==> config.mk <==
export PLATFORM = sky130hd
export DESIGN_NAME = regs_wb
export DESIGN_NICKNAME = d
export VERILOG_FILES = /design/src/rtl/npc_pkg.sv /design/src/rtl/wb_fifo.sv /design/src/rtl/regs_wb.sv
export SDC_FILE = /design/constraint.sdc
export NUM_CORES = 1
export LEC_CHECK = 0
export ABC_AREA = 1
export CAP_MARGIN = 30
export CORE_ASPECT_RATIO = 0.7
export CORE_UTILIZATION = 56
export CTS_BUF_LIST = sky130_fd_sc_hd__clkbuf_4 sky130_fd_sc_hd__clkbuf_8
export DETAILED_ROUTE_END_ITERATION = 6
export GPL_TIMING_DRIVEN = 0
export PLACE_DENSITY = 0.88
export SETUP_SLACK_MARGIN = 0.05
export SYNTH_ARGS = -nofsm -noshare
export SYNTH_HDL_FRONTEND = slang
export SYNTH_HIERARCHICAL = 1
export SYNTH_SLANG_ARGS = --single-unit
==> constraint.sdc <==
create_clock -name clk -period 13.4 [get_ports clk]
set_clock_uncertainty 0.1 [all_clocks]
set_input_delay 2.68 -clock clk [delete_from_list [all_inputs] [get_ports clk]]
set_output_delay 2.68 -clock clk [all_outputs]
set_load 0.02 [all_outputs]
==> src/rtl/npc_pkg.sv <==
// rtl/npc_pkg.sv - shared widths and write-back entry types
package npc_pkg;
  localparam int XLEN = 64;
  localparam int NREG = 32;
  localparam int AW   = 5;

  typedef struct packed {
    logic [AW-1:0]   rd;
    logic [XLEN-1:0] data;
  } wb_entry_t;

  // Output-stage source tag; only load writes retire scoreboard entries
  typedef enum logic {
    WB_SRC_ALU = 1'b0,
    WB_SRC_LD  = 1'b1
  } wb_src_t;
endpackage

==> src/rtl/wb_fifo.sv <==
// rtl/wb_fifo.sv - synchronous FIFO of write-back entries
module wb_fifo
  import npc_pkg::*;
#(
  parameter int DEPTH = 2
) (
  input  logic      clk,
  input  logic      rst_n,
  input  logic      push,
  input  wb_entry_t din,
  input  logic      pop,
  output logic      full,
  output logic      empty,
  output wb_entry_t head
);
  localparam int PW = $clog2(DEPTH);
  localparam int CW = PW + 1;

  wb_entry_t     mem [DEPTH];
  logic [PW-1:0] wptr;
  logic [PW-1:0] rptr;
  logic [CW-1:0] count;

  always_ff @(posedge clk or negedge rst_n) begin
    if (!rst_n) begin
      wptr  <= '0;
      rptr  <= '0;
      count <= '0;
    end else begin
      if (push) wptr <= wptr + PW'(1);
      if (pop)  rptr <= rptr + PW'(1);
      if (push && !pop)      count <= count + CW'(1);
      else if (pop && !push) count <= count - CW'(1);
    end
  end

  // Storage needs no reset: count gates every read
  always_ff @(posedge clk) begin
    if (push) mem[wptr] <= din;
  end

  assign full  = (count == CW'(DEPTH));
  assign empty = (count == '0);
  assign head  = mem[rptr];
endmodule

==> src/rtl/regs_wb.sv <==
// rtl/regs_wb.sv - register-file write-back arbiter with load scoreboard
module regs_wb
  import npc_pkg::*;
#(
  parameter int LQ_DEPTH = 2
) (
  input  logic            clk,
  input  logic            rst_n,
  input  logic            alu_valid_WB,
  output logic            alu_ready_WB,
  input  logic [AW-1:0]   alu_rd_WB,
  input  logic [XLEN-1:0] alu_data_WB,
  input  logic            ld_issue_WB,
  input  logic [AW-1:0]   ld_issue_rd_WB,
  input  logic            ld_valid_WB,
  output logic            ld_ready_WB,
  input  logic [AW-1:0]   ld_rd_WB,
  input  logic [XLEN-1:0] ld_data_WB,
  input  logic [AW-1:0]   chk_rs1_WB,
  input  logic [AW-1:0]   chk_rs2_WB,
  input  logic [AW-1:0]   chk_rd_WB,
  output logic            stall_WB,
  output logic [NREG-1:0] pending_WB,
  output logic            err_WB,
  output logic            wen_REGS,
  output logic [AW-1:0]   aind_REGS,
  output logic [XLEN-1:0] din_REGS
);
  wb_entry_t       ld_entry;
  wb_entry_t       head;
  logic            lq_full;
  logic            lq_empty;
  logic            push;
  logic            pop;
  logic            alu_fire;
  wb_src_t         src_q;
  logic [NREG-1:0] pending_q;
  logic [NREG-1:0] pending_nxt;
  logic            err_q;

  assign ld_entry     = '{rd: ld_rd_WB, data: ld_data_WB};
  assign ld_ready_WB  = !lq_full;
  assign alu_ready_WB = lq_empty;
  assign push         = ld_valid_WB && ld_ready_WB;
  assign pop          = !lq_empty;
  assign alu_fire     = alu_valid_WB && alu_ready_WB;

  wb_fifo #(.DEPTH(LQ_DEPTH)) u_lq (
    .clk   (clk),
    .rst_n (rst_n),
    .push  (push),
    .din   (ld_entry),
    .pop   (pop),
    .full  (lq_full),
    .empty (lq_empty),
    .head  (head)
  );

  // x0 targets complete their handshake but leave the output stage untouched
  always_ff @(posedge clk or negedge rst_n) begin
    if (!rst_n) begin
      wen_REGS  <= 1'b0;
      aind_REGS <= '0;
      din_REGS  <= '0;
      src_q     <= WB_SRC_ALU;
    end else begin
      wen_REGS <= 1'b0;
      if (pop) begin
        if (head.rd != '0) begin
          wen_REGS  <= 1'b1;
          aind_REGS <= head.rd;
          din_REGS  <= head.data;
          src_q     <= WB_SRC_LD;
        end
      end else if (alu_fire && alu_rd_WB != '0) begin
        wen_REGS  <= 1'b1;
        aind_REGS <= alu_rd_WB;
        din_REGS  <= alu_data_WB;
        src_q     <= WB_SRC_ALU;
      end
    end
  end

  // Clear applied before set so a same-cycle reissue keeps the bit
  always_comb begin
    pending_nxt = pending_q;
    if (wen_REGS && src_q == WB_SRC_LD) pending_nxt[aind_REGS] = 1'b0;
    if (ld_issue_WB && ld_issue_rd_WB != '0) pending_nxt[ld_issue_rd_WB] = 1'b1;
    pending_nxt[0] = 1'b0;
  end

  always_ff @(posedge clk or negedge rst_n) begin
    if (!rst_n) begin
      pending_q <= '0;
      err_q     <= 1'b0;
    end else begin
      pending_q <= pending_nxt;
      if (push && ld_rd_WB != '0 && !pending_q[ld_rd_WB]) err_q <= 1'b1;
    end
  end

  assign stall_WB   = pending_q[chk_rs1_WB] | pending_q[chk_rs2_WB] | pending_q[chk_rd_WB];
  assign pending_WB = pending_q;
  assign err_WB     = err_q;
endmodule

==> summary.md <==
| Metric | Value |
|---|---|
| Status | complete, no violations |
| Most common cell in the netlist | nand2_1 |
| Hold WC Path Type | flop to flop |
| Ys flop type | edfxtp_1 |
| WL final | 34800 µm |
| Pins Over Slew Limit | 0 |
| PortBufs | 262 |
| CP max FO | 10 |
| Largest area contributor in the netlist | edfxtp_1 |
| Pleak | 6.44 nW |
| Critical Path Most Common Cell | nand3_1 |
| Slack of the critical path | 6040 ps |
| Cell Pwr Density | 243 nW/µm² |
| Initial Utilization | 0.575 |
| Largest net degree at the start of global routing | 70 |
| DRT antenna net count | 0 |
| CTS Buf Count | 37 |
| FP Rows | 43 |
| DR iter-0 viols | 1148 |
| Synth unique cells | 28 |
| NumNets Final | 1549 |
| Num ports | 269 |
| Initial DRT Pass Iterations | 5 |
| Top post-synthesis cells by count | 280 x nand2_1, 138 x edfxtp_1, 131 x nand3_1 |
| Hold buffer count at CTS | 0 |
| Clock buffer depth | 3 |
| Relative slew slack | 0.340 |
| Cell Area, Placed | 14500 µm² |
| CORE AREA | 20000 µm² |
| Type of the worst setup path | input pin to output port |
| Period minus WS final | 7360 ps |
| VDD IR-drop max | 0.000129 V |
| Pre-CTS setup slack | 6070 ps |
| Met1 GRT Util | 0.440 |
| Unrepaired setup endpoints after global routing | no |
| Worst skew pair latency | 530 ps |
| Placed Instances | 1616 |
| Cells after Synth | 1081 |
| Met3 Usage GRT | 0.0977 |
| Die H | 122 µm |
| Syn Nets | 1245 |
| Vias in the first global route | 9496 |
| Htree depth | 2 |
| Count of clock tree sinks | 245 |
| WP data required | 10620 ps |
| Post-Syn Area | 11500 µm² |
| Buf/Inv on CP | 4 |
| DRC Markers | 0 |
| Antenna violations before repair | 2 |
| Final period utilization | 0.549 |
| Post CTS Setup Buffer Count | 0 |
| Total chip power | 0.00373 W |
| Avg WL per Cell | 20.6 µm |
| Achievable Freq | 0.136 GHz |
| Cells along the critical path | clkdlybuf4s50_1 > inv_1 > buf_2 > nand2_1 > nand3_1 > nand3_1 > nand3_1 > nand3_1 > nand2_1 > nand3_1 > clkdlybuf4s50_1 |
| CTS tree | yes |
| Slew @ Worst Pin | 990 ps |
| GR peak layer | met2 |
| Gp weighted congestion | 0.967 |
| Synth warn | 6 |
| Root Buffer | clkbuf_8 |
| Synth top area cells | edfxtp_1 36%, dfrtp_1 23%, nand2_1 9.2% |
| Clk pin slew, worst setup/hold paths | 60 ps |
| Mean Syn Cell Area | 10.6 µm² |
| DIE WIDTH | 173 µm |
| EDFF count, synth | 138 |
| Hpwl dp | 24400 µm |
| Share of layout cells above drive strength 1 | 0.135 |
| GR Util met2 | 0.509 |
| Gr ovfl total | 0 |
| Die ar. | 21100 µm² |
| Post-synthesis sequential area ratio | 0.594 |
| Crit path max-delay cell type | clkdlybuf4s50_1 |
| Max-Cap Viols | 0 |
| Crit-path leading delay family | buffers and inverters |
| Setup TNS | 0 ps |
| CP Launch Type | input pin |
| Cts repair resizes | 0 |
| Number of setup violations in the final report | 0 |
| Post-route cell area | 15300 µm² |
| Worst EP arrival | 4580 ps |
| Crit. End Element | output port |
| Global-route wire length before repair | 52200 µm |
| Routed via count | 9675 |
| Non-Filler Instances | 1685 |
| Area delta synth->final | 33.3% |
| Asr flop ratio synth | 0.437 |
| Top cell type's share of synthesized area | 0.361 |
| Total global-route track usage | 0.330 |
| Crit path largest cell delay | 600 ps |
| Flops & latches, synth | 245 |
| Via-per-instance ratio | 5.74 |
| Final hold violation count | 0 |
==> sequential cells by signal, summed over array words and instances, names as in the netlist, 2 cells and up <==
| register | cells |
|---|---|
| u_lq/mem | 138 |
| aind_REGS | 5 |
| din_REGS | 64 |
| pending_WB | 31 |
| u_lq/count | 2 |
==> area by class of cell <==
cell class                      instances  area [µm²]
Timing Repair Buffer                  265        2690
Multi-Input combinational cell        708        3940
Buffer                                 55         460
Fill cell                            1274        4660
Sequential cell                       245        6820
Clock buffer                           64         737
Tap cell                              270         338
Antenna cell                            2        5.00
Clock inverter                          3        43.8
Inverter                               73         277
==> layout by cell type (no fill, tap or decap), types with 2 or more instances in the layout <==
cell / instances
clkbuf_4: 23
diode_2: 2
nor2_1: 73
clkdlybuf4s50_1: 261
o211ai_1: 8
o21ai_0: 63
buf_12: 9
dfrtp_1: 107
nand2_1: 280
o21ai_1: 4
buf_6: 10
nand4_1: 3
buf_4: 15
edfxtp_1: 138
inv_2: 4
nand3_1: 131
mux2_4: 69
clkbuf_1: 14
buf_2: 10
a31oi_1: 65
inv_1: 68
xor2_1: 2
clkbuf_8: 41
==> metrics by stage <==
step / hold slack, ps / utilization
after CTS: 397 / 0.767
after detailed placement: 376 / 0.727
after global routing: 413 / 0.767
final: 396 / 0.767
after global placement: 362 / 0.724
after floorplan: 342 / -
==> routing by layer <==
layer  vias to the layer above  share of wire
li1                       4342              -
met1                      4653           0.40
met2                       574           0.45
met3                       104           0.11
met4                         2          0.034
met5                         -         0.0027
==> worst paths after layout <==
path                         startpoint              to  slack (ps)  cells past startpoint
max reg2reg                   u_lq/rptr    din_REGS[13]       11060                     10
min                              err_WB          err_WB         400                      2
min in group asynchronous         rst_n    din_REGS[17]        2140                      1
max in group asynchronous         rst_n  pending_WB[22]       10310                      2
min reg2reg                      err_WB          err_WB         400                      2
max                        chk_rd_WB[0]        stall_WB        6040                     11
==> power by group <==
group          internal (W)  switching (W)
registers           0.00109       0.000229
clock network      0.000365       0.000288
logic              0.000780       0.000979
total               0.00223        0.00150
==> worst register-to-register path, delay by kind of cell (launching register included) <==
kind                   cells  cell delay (ps)
buffers and inverters      4              800
and+or+nand+nor            3              430
DFF                        1              350
muxes                      1              320
AOI/OAI and AO/OA          2              250
==> cell families (layout without fill, tap and decap cells) <==
group / count (synthesis) / count (layout) / synth area share
AOI/OAI and AO/OA: 141 / 141 / 0.0706
xor gates and xnor gates: 3 / 3 / 0.00229
adders and majority gates: 1 / 1 / 0.00109
buffers and inverters: 128 / 460 / 0.0640
DFF: 245 / 245 / 0.594
muxes: 69 / 69 / 0.0902
other: 1 / 3 / 0.000327
and+or+nand+nor: 493 / 493 / 0.177
(Power assumes the default switching activity.)
